## config.mk

```make
export PLATFORM = sky130hd
export DESIGN_NAME = l2_prefetch_unit
export DESIGN_NICKNAME = d
export VERILOG_FILES = /design/src/rtl/l2_prefetch_unit.sv
export SDC_FILE = /design/constraint.sdc
export NUM_CORES = 1
export LEC_CHECK = 0
export ABC_AREA = 1
export CAP_MARGIN = 40
export CORE_MARGIN = 4
export CORE_UTILIZATION = 25
export DETAILED_ROUTE_END_ITERATION = 10
export GPL_TIMING_DRIVEN = 0
export HOLD_SLACK_MARGIN = 0.12
export PLACE_DENSITY = 0.58
export SYNTH_ARGS = -nofsm -noshare
export SYNTH_HDL_FRONTEND = slang
export SYNTH_SLANG_ARGS = --single-unit
```

## constraint.sdc

```tcl
create_clock -name clk -period 2.8 [get_ports clk]
set_clock_uncertainty 0.2 [all_clocks]
set_input_delay 0.7 -clock clk [delete_from_list [all_inputs] [get_ports clk]]
set_output_delay 0.7 -clock clk [all_outputs]
set_load 0.1 [all_outputs]
```

## src/rtl/l2_prefetch_unit.sv

```systemverilog
// -----------------------------------------------------------------------------
// l2_prefetch_unit
//
// Next-line prefetcher on the initiator side of the L2 prefetch port. When
// the L2 starts a demand miss, this block computes line+1. When the L2 is not
// using physical memory, it reads that line over its own pmem port. It then
// offers the block to the L2 until the L2 installs or declines it.
//
// Optional feature macro: PREFETCH_FILTER_EN
//   When defined, the block remembers the last line it offered. A miss whose
//   target is that line is dropped. When undefined, every legal miss seen in
//   IDLE or WAIT is acted on.
//
// Ports
//   clk, reset          clock, synchronous active-high reset
//   miss_valid          1-cycle pulse: L2 begins a demand fetch
//   miss_address[15:0]  byte address of that miss
//   l2_pmem_active      L2 owns physical memory; no new fetch may start
//   pf_mem_read         read request to physical memory (registered)
//   pf_mem_address      line-aligned read address (registered)
//   pf_mem_resp         physical memory read complete
//   pf_mem_rdata        returned block
//   prefetch_ready      buffered block offered to L2 (registered)
//   prefetch_busy       high in FETCH and OFFER (registered)
//   prefetch_address    line-aligned address of offered block (registered)
//   prefetch_wdata      offered block (registered)
//   done_prefetch       L2 installed the block
//   no_prefetch         L2 declined the block
// -----------------------------------------------------------------------------
module l2_prefetch_unit #(
    parameter int line_size = 128,
    parameter int log_line  = 4
) (
    input  logic                 clk,
    input  logic                 reset,
    input  logic                 miss_valid,
    input  logic [15:0]          miss_address,
    input  logic                 l2_pmem_active,
    output logic                 pf_mem_read,
    output logic [15:0]          pf_mem_address,
    input  logic                 pf_mem_resp,
    input  logic [line_size-1:0] pf_mem_rdata,
    output logic                 prefetch_ready,
    output logic                 prefetch_busy,
    output logic [15:0]          prefetch_address,
    output logic [line_size-1:0] prefetch_wdata,
    input  logic                 done_prefetch,
    input  logic                 no_prefetch
);

    localparam int LINE_W = 16 - log_line;

    typedef enum logic [1:0] {IDLE, WAIT, FETCH, OFFER} state_e;

    state_e                state_q, state_d;
    logic [LINE_W-1:0]     target_q, target_d;
    logic                  read_q, read_d;
    logic                  ready_q, ready_d;
    logic                  busy_q, busy_d;
    logic [15:0]           pf_addr_q, pf_addr_d;
    logic [15:0]           pa_q, pa_d;
    logic [line_size-1:0]  wdata_q, wdata_d;

    logic [LINE_W-1:0]     miss_line;
    logic [LINE_W-1:0]     miss_tgt;
    logic                  miss_legal;
    logic                  miss_filtered;

    assign miss_line  = LINE_W'(miss_address >> log_line);
    // The last line has no successor inside the 16-bit space.
    assign miss_legal = (miss_line != '1);
    assign miss_tgt   = miss_line + LINE_W'(1);

`ifdef PREFETCH_FILTER_EN
    logic [LINE_W-1:0] last_q, last_d;
    logic              last_vld_q, last_vld_d;

    assign miss_filtered = last_vld_q && (miss_tgt == last_q);

    always_comb begin
        last_d     = last_q;
        last_vld_d = last_vld_q;
        if (state_q == OFFER && (done_prefetch || no_prefetch)) begin
            last_d     = LINE_W'(pa_q >> log_line);
            last_vld_d = 1'b1;
        end
    end

    always_ff @(posedge clk) begin
        if (reset) begin
            last_q     <= '0;
            last_vld_q <= 1'b0;
        end else begin
            last_q     <= last_d;
            last_vld_q <= last_vld_d;
        end
    end
`else
    assign miss_filtered = 1'b0;
`endif

    always_comb begin
        state_d  = state_q;
        target_d = target_q;
        case (state_q)
            IDLE: begin
                if (miss_valid && miss_legal && !miss_filtered) begin
                    target_d = miss_tgt;
                    state_d  = WAIT;
                end
            end
            WAIT: begin
                if (miss_valid && !miss_legal) begin
                    state_d = IDLE;
                end else begin
                    // Latest miss wins. A busy L2 only delays the fetch; the
                    // new target still replaces the old one.
                    if (miss_valid && !miss_filtered) begin
                        target_d = miss_tgt;
                    end
                    if (!l2_pmem_active) begin
                        state_d = FETCH;
                    end
                end
            end
            FETCH: begin
                if (pf_mem_resp) begin
                    state_d = OFFER;
                end
            end
            OFFER: begin
                if (done_prefetch || no_prefetch) begin
                    state_d = IDLE;
                end
            end
            default: state_d = IDLE;
        endcase
    end

    // Outputs are registered from the next state. This makes them line up
    // with the state register, with no combinational path to the ports.
    always_comb begin
        read_d    = (state_d == FETCH);
        ready_d   = (state_d == OFFER);
        busy_d    = (state_d == FETCH) || (state_d == OFFER);
        pf_addr_d = pf_addr_q;
        pa_d      = pa_q;
        wdata_d   = wdata_q;
        if (state_q == WAIT && state_d == FETCH) begin
            pf_addr_d = {target_d, {log_line{1'b0}}};
        end
        if (state_q == FETCH && pf_mem_resp) begin
            pa_d    = pf_addr_q;
            wdata_d = pf_mem_rdata;
        end
    end

    always_ff @(posedge clk) begin
        if (reset) begin
            state_q   <= IDLE;
            target_q  <= '0;
            read_q    <= 1'b0;
            ready_q   <= 1'b0;
            busy_q    <= 1'b0;
            pf_addr_q <= '0;
            pa_q      <= '0;
            wdata_q   <= '0;
        end else begin
            state_q   <= state_d;
            target_q  <= target_d;
            read_q    <= read_d;
            ready_q   <= ready_d;
            busy_q    <= busy_d;
            pf_addr_q <= pf_addr_d;
            pa_q      <= pa_d;
            wdata_q   <= wdata_d;
        end
    end

    assign pf_mem_read      = read_q;
    assign pf_mem_address   = pf_addr_q;
    assign prefetch_ready   = ready_q;
    assign prefetch_busy    = busy_q;
    assign prefetch_address = pa_q;
    assign prefetch_wdata   = wdata_q;

endmodule

```

* Word-level counts from Yosys, hierarchy flattened *
Cells that the tools add are included.

storage, ports and cells
  word-level logic and storage cells = 33
  register bits = 169

cells by class
  equality and inequality tests = 6
  reductions and logical operators = 8
  multiplexer cells = 10
  $add $sub $neg = 1

operators with widths
  kind                     number
  $mux W12                 3
  $pmux W12 S2             1
  $add A12 B1 Y12 const B  1
  $ne A12 B12 Y1 const B   1
  $mux W2                  5
  $eq A2 B2 Y1 const B     4
  $pmux W2 S4              1
  $logic_and A1 B1 Y1      4
  $eq A2 B1 Y1 const B     1
  $logic_not A2 Y1         1
  $logic_or A1 B1 Y1       2
  $logic_not A1 Y1         1

* Longest topological paths before layout *
Gate-level depths: netlist of run 1.

  word-level depth = 7
  mapped depth = 10

* Worst setup path before layout of run 1 *
Ideal clock, no wire load.

  kind = input -> register
  start = input port miss_address[4]
  end = register pf_addr_q[6] (netlist: pf_mem_address[6])
  stages on the path = 9
  path buffers = 1
  library setup time = 0.122 ns
  data arrival time = 1.740 ns
  path slack = 0.738 ns
  cell sequence = ha_1 nand2_2 nor2_4 nand3_4 nor2_4 nor2_4 buf_6 o21ai_0 a21oi_1

on the way
  word-level cells in the longest chain between the ends = 7
  elaborated cells between the ends (all ways) = 14
  classes of those cells = 1 x add/sub; 2 x eq/ne; 7 x mux; 4 x reduce/logical

ends and longest elaborated chain
  element                                                  line  text
  start, declared                                          37    input logic [15:0] miss_address,
  branches (longest 7 deep; another with $add A12 B1 Y12)  -
  end signal, assigned                                     174   pf_addr_q <= pf_addr_d;
  end, declared                                            60    logic [15:0] pf_addr_q, pf_addr_d;

Several ways; the timed one is not identified.
A chain may end at the register's enable or synchronous reset.

* Final worst setup path of run 1 *
  start = register pf_addr_q[4] (netlist: pf_mem_address[4])
  end = output port pf_mem_address[4]

RTL lines
  element        line  text
  end, declared  40    output logic [15:0] pf_mem_address,

No word-level cell between the ends.

==> results.ini, run 1 <==
[clock_network]
htree_num_levels=4
holdBufCountCts=0
clockBufferDepth=2
cts_tree=built
clock-sinks=169
cts_root_buf=clkbuf_16
clk_pin_slew_worst_paths_ns=0.07
clk_latency_ns=0.42
numCtsBuffers=17
cts_setup_buffers=0
cts_resized=0

[sta]
worst_pin_slew_ns=0.5126
rsz0062_at_grt=false
timing.fmax_ghz=0.4015
fin_crit_ns=2.491
fin_crit_sh_pct=88.95
setup_violations=0
slew_headroom_pct=65.83
hold_violations=0
slew_viol_final=0
fin_tns_setup_ns=0

[worst_setup_path]
cp_max_fo=3
cpPeakStageDelay_ns=0.60
path_cells=clkdlybuf4s50_1, buf_16
cp_slowest_cell=clkdlybuf4s50_1
cp.arrival_ns=1.59
worstPathRequired_ns=1.90
startpoint_type=flip-flop
crit_type=reg2out
cp-end-kind=primary output

[final_layout]
multi_input_area_um2=2505
fin_util_pct=56.28
area.sequential_um2=3383
drive_gt1_share_pct=17.29
area_growth_pct=120.1
filler_cell_count=2063
nets=1459

[global_routing]
grt-ovfl-total=0
grt_pass1_wl_mm=41.74
first_global_vias=7441
antenna_found_initial=3
grt_max_degree=17
grtUsageTotal_pct=18.99

[logic_synthesis]
ys_warn_count=0
netlist_instances=826
syn_area_per_cell_um2=7.595
ys_types=26
netlist_area_um2=6274
ys_ff_latch=169
ys_seq_area_share_pct=53.93

[run]
maxCapViolations=0

[placement]
io_buffers=300
hpwlAfterDp_mm=21.21
finalWeightedCongestion=0.7592

[power_and_ir_drop]
p_leak_nw=5.430
ir_worst_vdd_mv=0.3413
powerDensity_nw_per_um2=504.6

[die]
io_pins=314
die_h_um=166.4
die-area_um2=27690
start_util_pct=25.57
die_w_um=166.4
core_um2=24530
rows=57

[detailed_routing]
viasPerCell=4.315
drtPass1Iterations=4
ant_nets=0
wire_per_inst_um=16.16
drtIter0Drc=343
vias=7102
drt-total-wl_mm=26.60
drc=0

[worst_hold_path]
holdCritPathClass=reg2reg

[outcome]
outcome=completed

==> path summary, 6_finish.rpt <==
| path | startpoint | to | slack (ns) | cells after the start |
|---|---|---|---|---|
| setup / recovery | pf_mem_address[4] | pf_mem_address[4] | 0.31 | 2 |
| hold / removal | target_q[8] | target_q[8] | 0.27 | 2 |
| setup reg to reg | state_q[0] | prefetch_wdata[20] | 0.71 | 6 |
| hold reg to reg | target_q[8] | target_q[8] | 0.27 | 2 |
==> kinds of logic (layout without fill, tap and decap cells) <==
logic type / Yosys count / in the layout / share of synthesized area, %
other cells: 1 / 11 / 0.05978
xor+xnor: 6 / 6 / 0.8376
buf+inv: 91 / 577 / 6.561
fa+ha+maj: 1 / 1 / 0.1994
flops: 169 / 169 / 53.93
compound gates: 161 / 161 / 12.92
simple gates: 397 / 397 / 25.49
==> layer usage <==
layer	wire, µm	track usage, %	part of all wire, %
met4	1026	8.538	3.9
met5	0	0	0
met1	10640	21.59	40
met3	1266	4.385	4.8
met2	13660	33.90	51
==> power breakdown <==
part | internal [mW] | switching (mW)
sequential | 2.51 | 0.0548
clock | 1.43 | 1.07
combinational | 0.802 | 1.10
==> critical path: cells and delay by family, from the launching register on <==
kind	cells	cell delay [ns]
flip-flops	1	0.37
buffers and inverters	2	0.80
==> synthesized netlist by cell type <==
cell | count | area (µm²)
nand3_4 | 1 | 17.52
o21ai_0 | 143 | 715.7
conb_1 | 1 | 3.750
nor2_2 | 1 | 6.260
buf_1 | 1 | 3.750
a31oi_1 | 2 | 12.51
dfxtp_1 | 169 | 3383
nor2_4 | 4 | 45.04
ha_1 | 1 | 12.51
clkbuf_1 | 29 | 108.9
nor2_1 | 312 | 1171
nand2_1 | 56 | 210.2
a21oi_1 | 11 | 55.05
nand3_2 | 5 | 50.05
o21ai_1 | 4 | 20.02
nand3_1 | 11 | 55.05
buf_6 | 1 | 11.26
inv_2 | 1 | 3.750
o21bai_1 | 1 | 7.510
xnor2_1 | 1 | 8.760
xor2_1 | 5 | 43.79
buf_4 | 11 | 82.58
nand4_1 | 6 | 37.54
nand2_2 | 1 | 6.260
inv_1 | 31 | 116.4
buf_2 | 17 | 85.08
==> through the flow <==
step	setup WS (ns)	instance area, µm²	hold WS (ns)	std cells	power [mW]
finish	0.3095	13810	0.2741	1646	6.967
floorplan	0.7384	6300	0.2512	833	3.580
CTS	0.2787	13800	0.2744	1643	7.038
global placement	0.06236	9708	0.2585	1457	4.058
global route	0.2354	13810	0.2975	1646	7.236
detailed placement	0.03229	13190	0.2647	1612	4.528
==> cell type report <==
cell class,count,share of cell area [%]
tap,324,2.936
multi-input combinational,573,18.14
inverter,32,0.8700
timing repair buffer,455,46.94
clock inverter,14,1.359
sequential,169,24.50
clock buffer,17,3.081
buffer,59,2.111
antenna,3,0.05437
==> flip-flops by register name (all words and copies together), names as in the netlist <==
register	flops
prefetch_wdata	128
pf_mem_address	12
prefetch_address	12
target_q	12
state_q	2
pf_mem_read	1
prefetch_busy	1
prefetch_ready	1
==> cell usage in the layout (no fill, tap or decap), types with 2 or more instances in the layout <==
| master | instances |
|---|---|
| nor2_1 | 312 |
| clkdlybuf4s50_1 | 300 |
| dfxtp_1 | 169 |
| o21ai_0 | 143 |
| buf_16 | 92 |
| buf_8 | 63 |
| nand2_1 | 56 |
| inv_1 | 31 |
| clkbuf_1 | 29 |
| buf_2 | 17 |
| clkbuf_16 | 17 |
| nand3_1 | 11 |
| buf_4 | 11 |
| a21oi_1 | 11 |
| conb_1 | 8 |
| nand4_1 | 6 |
| nand3_2 | 5 |
| xor2_1 | 5 |
| nor2_4 | 4 |
| o21ai_1 | 4 |
| inv_6 | 4 |
| diode_2 | 3 |
| clkinvlp_4 | 3 |
| bufinv_16 | 3 |
| a31oi_1 | 2 |
| inv_8 | 2 |
| clkinv_4 | 2 |
(Power assumes the default switching activity.)
==> run 2: changes to the inputs <==
--- a/config.mk
+++ b/config.mk
@@ -12,7 +12,7 @@
 export DETAILED_ROUTE_END_ITERATION = 10
 export GPL_TIMING_DRIVEN = 0
 export HOLD_SLACK_MARGIN = 0.12
-export PLACE_DENSITY = 0.58
+export PLACE_DENSITY = 0.6
 export SYNTH_ARGS = -nofsm -noshare
 export SYNTH_HDL_FRONTEND = slang
 export SYNTH_SLANG_ARGS = --single-unit
==> constraint.sdc (replaced) <==
create_clock -name clk -period 2.1 [get_ports clk]
set_clock_uncertainty 0.2 [all_clocks]
set_input_delay 0.525 -clock clk [delete_from_list [all_inputs] [get_ports clk]]
set_output_delay 0.525 -clock clk [all_outputs]
set_load 0.1 [all_outputs]
==> run 2 against run 1 <==
  * Die area is the same
  * Non-clock buffer count shrank 99
  * First-iteration DRC count grew 11%
  * Critical path depth is the same
  * Setup slack lost 0.24 ns
  * Critical endpoint is now pf_mem_address[14]
  * Highest routed layer unchanged
==> results.ini, run 2 (synthesized netlist as in run 1, its figures left out) <==
[worst_setup_path]
reg2reg_depth=5  ; was 6
worstPathRequired_ns=1.37  ; was 1.90 ns
crit_buf_inv=2  ; unchanged
cpPeakStageDelay_ns=0.35  ; was 0.60 ns
cp_slowest_cell=dlygate4sd2_1  ; was clkdlybuf4s50_1
cp-end-kind=primary output  ; unchanged
crit_type=reg2out  ; unchanged
rr_startpoint=state_q[1]  ; was state_q[0]
cp_max_fo=3  ; unchanged
r2r-end=prefetch_wdata[20]  ; unchanged
startpoint_type=flip-flop  ; unchanged
r2r_setup_slack_ns=0.20  ; was 0.71 ns
crit_family=buffers and inverters  ; unchanged
path_cells=dlygate4sd2_1, buf_16  ; was clkdlybuf4s50_1, buf_16
cp.arrival_ns=1.31  ; was 1.59 ns

[worst_hold_path]
whs_path_depth=2  ; unchanged
hold_end=target_q[1]  ; was target_q[8]
holdCritPathClass=in2reg  ; was reg2reg
hold_start=reset  ; was target_q[8]

[placement]
place_ws_ns=-0.5119  ; was 0.03229 ns
placed_area_um2=13150  ; was 13190 µm²
hpwlAfterDp_mm=21.21  ; about the same
finalWeightedCongestion=0.7936  ; was 0.7592
io_buffers=300  ; unchanged
place_inst=1612  ; unchanged

[clock_network]
cts_root_buf=clkbuf_16  ; unchanged
cts_tree=built  ; unchanged
clock-sinks=169  ; unchanged
clk_latency_ns=0.41  ; was 0.42 ns
htree_num_levels=4  ; unchanged
clockBufferDepth=2  ; unchanged
clk_pin_slew_worst_paths_ns=0.07  ; about the same
numCtsBuffers=17  ; unchanged

[sta]
timing.fmax_ghz=0.4920
worst_pin_slew_ns=0.5285  ; was 0.5126 ns
slew_headroom_pct=64.76  ; was 65.83%
slew_viol_final=0  ; unchanged
rsz0062_at_grt=false  ; unchanged
fin_crit_sh_pct=96.79
fin_crit_ns=2.033
timing.final.ws_setup_ns=0.06742  ; was 0.3095 ns
hold_violations=0  ; unchanged
setup_violations=0  ; unchanged

[detailed_routing]
met2WireLength_mm=13.70  ; was 13.66 mm
viasPerCell=4.445  ; was 4.315
drt-met1-wl_mm=10.88  ; was 10.64 mm
drt-total-wl_mm=26.78  ; was 26.60 mm
drc=0  ; unchanged
routed-wl-met3_mm=1.137  ; was 1.266 mm
drtPass1Iterations=5  ; was 4
vias=6886  ; was 7102
routed.top_layer=met4  ; unchanged
ant_nets=0  ; unchanged
drtIter0Drc=380  ; was 343
wire_per_inst_um=17.29  ; was 16.16 µm

[final_layout]
area_growth_pct=108.1  ; was 120.1%
final_cell_mix=nor2_1 (311), dfxtp_1 (167), o21ai_0 (142), clkdlybuf4s50_1 (142), buf_16 (89)  ; was nor2_1 (312), clkdlybuf4s50_1 (300), dfxtp_1 (169)
fin_area_um2=13060  ; was 13810 µm²
drive_gt1_share_pct=19.33  ; was 17.29%
final_cells=1549  ; was 1646
fin_util_pct=53.21  ; was 56.28%
largest_reg_flops=128  ; unchanged
nets=1360  ; was 1459
layout_commonest_cell=nor2_1  ; unchanged

[die]
die-area_um2=27690  ; unchanged
io_pins=314  ; unchanged
start_util_pct=25.57  ; unchanged
core_um2=24530  ; unchanged
die_h_um=166.4  ; unchanged
die_w_um=166.4  ; unchanged
rows=57  ; unchanged

[global_routing]
grt_pass1_wl_mm=41.43  ; was 41.74 mm
antenna_found_initial=4  ; was 3
first_global_vias=7334  ; was 7441
grt-ovfl-total=0  ; unchanged
grt_max_degree=17  ; unchanged
grtUsageTotal_pct=18.81  ; was 18.99%

[power_and_ir_drop]
ir_worst_vdd_mv=0.5087  ; was 0.3413 mV
p_leak_nw=5.417  ; was 5.430 nW
powerDensity_nw_per_um2=693.3  ; was 504.6 nW/µm²

[outcome]
outcome=completed  ; unchanged

[run]
maxCapViolations=0  ; unchanged

## run 2: cell types whose count changed in the layout (fill, tap and decap cells not counted), moves of 2 or more
cell,previous run,this run
buf_12,0,66
buf_16,92,89
buf_2,17,15
buf_4,11,15
buf_8,63,0
clkbuf_2,0,2
clkdlybuf4s50_1,300,142
dfxtp_1,169,167
dfxtp_2,0,2
dlygate4sd2_1,0,54
dlymetal6s2s_1,0,3
## run 2: per-stage QoR
| stage | TNS, ns | total power, mW | hold slack [ns] |
|---|---|---|---|
| after floorplan | 0 | 4.774 | 0.2512 |
| after global placement | -62.76 | 5.411 | 0.2590 |
| after detailed placement | -56.80 | 6.033 | 0.2649 |
| after CTS | 0 | 9.161 | 0.2283 |
| after global routing | 0 | 9.401 | 0.2552 |
| final | 0 | 9.051 | 0.2573 |
## run 2: power by group
group / total [mW] / switching [mW] / internal (mW)
registers: 3.48 / 0.132 / 3.34
clock network: 3.19 / 1.39 / 1.79
logic: 2.39 / 1.41 / 0.978
## run 2: area by class of cell
| cell class | count | area [µm²] |
|---|---|---|
| inverter | 32 | 120.1 |
| clock inverter | 13 | 158.9 |
| tap | 324 | 405.4 |
| antenna | 4 | 10.01 |
| fill | 2140 | 11480 |
| timing repair buffer | 356 | 5718 |
| buffer | 59 | 299.0 |
| sequential | 169 | 3386 |
| clock buffer | 19 | 432.9 |
| multi-input combinational | 573 | 2525 |
## run 2: worst max path at each step
stage                             from                 end  slack [ns]  cells past startpoint
floorplan              miss_address[4]   pf_mem_address[6]        0.21                      9
global placement           pf_mem_resp  prefetch_wdata[23]       -0.49                      6
detailed placement         pf_mem_resp  prefetch_wdata[63]       -0.51                      6
CTS                    miss_address[4]   pf_mem_address[6]       0.006                     10
global route        prefetch_wdata[26]  prefetch_wdata[26]        0.01                      2
finish              pf_mem_address[14]  pf_mem_address[14]        0.07                      2
## run 2: routing by layer
metal | GRT usage, % | vias to the layer above
li1 | - | 3381
met2 | 33.14 | 240
met1 | 21.64 | 3207
met3 | 4.290 | 58
met5 | 0 | -
met4 | 8.787 | 0
## run 2: what timing repair did
| item | 4_1_cts | 5_1_grt |
|---|---|---|
| buffers inserted | 0 | 2 |
| resized for setup | 125 | 11 |
| hold buffers | 0 | 0 |
| pin swaps | 0 | 3 |
| setup endpoints to repair | 193 | 96 |
## run 2: worst register-to-register path: stages (launching register included)
cell	delay (ns)
dfxtp_1	0.47
nand3_2	0.23
buf_4	0.27
clkbuf_1	0.25
o21ai_0	0.29
nor2_1	0.07
==> run 3: changes to the inputs <==
--- a/config.mk
+++ b/config.mk
@@ -13,6 +13,8 @@
 export GPL_TIMING_DRIVEN = 0
 export HOLD_SLACK_MARGIN = 0.12
 export PLACE_DENSITY = 0.6
+export REMOVE_ABC_BUFFERS = 1
+export SKIP_LAST_GASP = 1
 export SYNTH_ARGS = -nofsm -noshare
 export SYNTH_HDL_FRONTEND = slang
 export SYNTH_SLANG_ARGS = --single-unit
==> run 3 against run 2 <==
  * Design area down 2.2%
  * Die area did not move
  * Non-clock buffer count shrank 60
  * Total power decreased by 2.6%
  * Hold slack improved by 0.019 ns
  * Critical path type unchanged
  * Largest power group unchanged
==> results.ini, run 3 (synthesized netlist as in run 1, its figures left out) <==
[outcome]
outcome=completed  ; unchanged

[final_layout]
drive_gt1_share_pct=18.71  ; was 19.33%
fin_area_um2=12760  ; was 13060 µm²
final_cell_mix=nor2_1 (311), dfxtp_1 (168), o21ai_0 (142)  ; was nor2_1 (311), dfxtp_1 (167), o21ai_0 (142), clkdlybuf4s50_1 (142), buf_16 (89)
layout_commonest_cell=nor2_1  ; unchanged
filler_cell_count=2111  ; was 2140
area.sequential_um2=3385  ; was 3386 µm²
area_growth_pct=103.5  ; was 108.1%
largest_reg_flops=128  ; unchanged
multi_input_area_um2=2560  ; was 2525 µm²
final_cells=1490  ; was 1549
nets=1304  ; was 1360

[power_and_ir_drop]
p_leak_nw=5.176  ; was 5.417 nW
powerDensity_nw_per_um2=690.9  ; was 693.3 nW/µm²
ir_worst_vdd_mv=0.4074  ; was 0.5087 mV
power_mw=8.819  ; was 9.051 mW

[placement]
finalWeightedCongestion=0.7830  ; was 0.7936
io_buffers=301  ; was 300
hpwlAfterDp_mm=17.84  ; was 21.21 mm
place_inst=1558  ; was 1612
placed_area_um2=12820  ; was 13150 µm²

[die]
io_pins=314  ; unchanged
die_h_um=166.4  ; unchanged
rows=57  ; unchanged
start_util_pct=25.57  ; unchanged
core_um2=24530  ; unchanged
die_w_um=166.4  ; unchanged
die-area_um2=27690  ; unchanged

[detailed_routing]
drtIter0Drc=371  ; was 380
vias=6697  ; was 6886
drt-total-wl_mm=25.54  ; was 26.78 mm
wire_per_inst_um=17.14  ; was 17.29 µm
ant_nets=0  ; unchanged
drt-met1-wl_mm=10.28  ; was 10.88 mm
routed-wl-met3_mm=1.517  ; was 1.137 mm
drc=0  ; unchanged
viasPerCell=4.495  ; was 4.445
met2WireLength_mm=13.14  ; was 13.70 mm
routed.top_layer=met4  ; unchanged
drtPass1Iterations=4  ; was 5

[clock_network]
cts_root_buf=clkbuf_16  ; unchanged
clock-sinks=169  ; unchanged
cts_tree=built  ; unchanged
htree_num_levels=4  ; unchanged
clk_pin_slew_worst_paths_ns=0.07  ; about the same
clockBufferDepth=2  ; unchanged
clk_latency_ns=0.41  ; about the same
numCtsBuffers=17  ; unchanged

[global_routing]
antenna_found_initial=1  ; was 4
grt_max_degree=92  ; was 17
grtUsageTotal_pct=18.12  ; was 18.81%
grt-ovfl-total=0  ; unchanged
first_global_vias=7041  ; was 7334
grt_pass1_wl_mm=40.18  ; was 41.43 mm

[worst_setup_path]
crit_type=reg2out  ; unchanged
worstPathRequired_ns=1.37  ; about the same
startpoint_type=flip-flop  ; unchanged
cp.arrival_ns=1.31  ; about the same
cp-end-kind=primary output  ; unchanged
cp_max_fo=3  ; unchanged

[worst_hold_path]
holdCritPathClass=reg2reg  ; was in2reg

[run]
maxCapViolations=0  ; unchanged

[sta]
setup_violations=0  ; unchanged
timing.fmax_ghz=0.4924  ; was 0.4920 GHz
fin_crit_sh_pct=96.72  ; was 96.79%
hold-worst-slack_ns=0.2766  ; was 0.2573 ns
slew_headroom_pct=65.83  ; was 64.76%
fin_crit_ns=2.031  ; was 2.033 ns
hold_violations=0  ; unchanged
worst_pin_slew_ns=0.5126  ; was 0.5285 ns
slew_viol_final=0  ; unchanged
rsz0062_at_grt=true  ; was false

[run 3: worst max-delay path, cell delays in order, from the launching register on]
cell             delay (ns)
dfxtp_1                0.37
clkdlybuf4s15_1        0.32
buf_16                 0.20
[run 3: cell type report]
class                   count  area share, %
clock inverters            13         0.8627
multi-input cells         576          20.06
repair inverters            1        0.06862
well taps                 324          3.176
flip-flops and latches    169          26.52
clock buffers              19          3.470
diodes                      1        0.01961
inverters                  32          1.245
repair buffers            355          44.58
[run 3: routing by layer]
metal / track usage, % / up-vias
met3: 4.883 / 37
met1: 20.59 / 3128
met2: 33.02 / 263
li1: - / 3269
met5: 0 / -
met4: 5.727 / 0
[run 3: worst paths after layout]
| check | startpoint | endpoint | slack, ns | cells past startpoint |
|---|---|---|---|---|
| max | pf_mem_address[10] | pf_mem_address[10] | 0.07 | 2 |
| max reg2reg | state_q[0] | pf_mem_read | 0.10 | 8 |
| min | target_q[4] | target_q[4] | 0.28 | 2 |
| min reg2reg | target_q[4] | target_q[4] | 0.28 | 2 |
[run 3: repair_timing]
item,in CTS,in global routing
buffers inserted,1,2
cloned,5,0
setup endpoints to repair,318,52
resized for setup,142,5
pin swaps,4,1
hold buffers,0,0
[run 3: metrics by stage]
step	TNS, ns	setup slack [ns]	util [%]
4_1_cts	0	0.002918	51.92
5_1_grt	-0.001451	-0.001451	52.02
3_5_place_dp	-148.42	-1.118	52.25
6_report	0	0.06896	52.02
3_3_place_gp	-1073.43	-7.409	38.42
2_1_floorplan	-382.38	-2.852	-
[run 3: report_power, final]
part | internal, mW | total (mW) | switching [mW] | leakage (nW)
combinational | 0.950 | 2.34 | 1.39 | 3.54
sequential | 3.34 | 3.48 | 0.139 | 1.37
clock | 1.58 | 3.00 | 1.42 | 0.261
total | 5.87 | 8.82 | 2.94 | 5.18
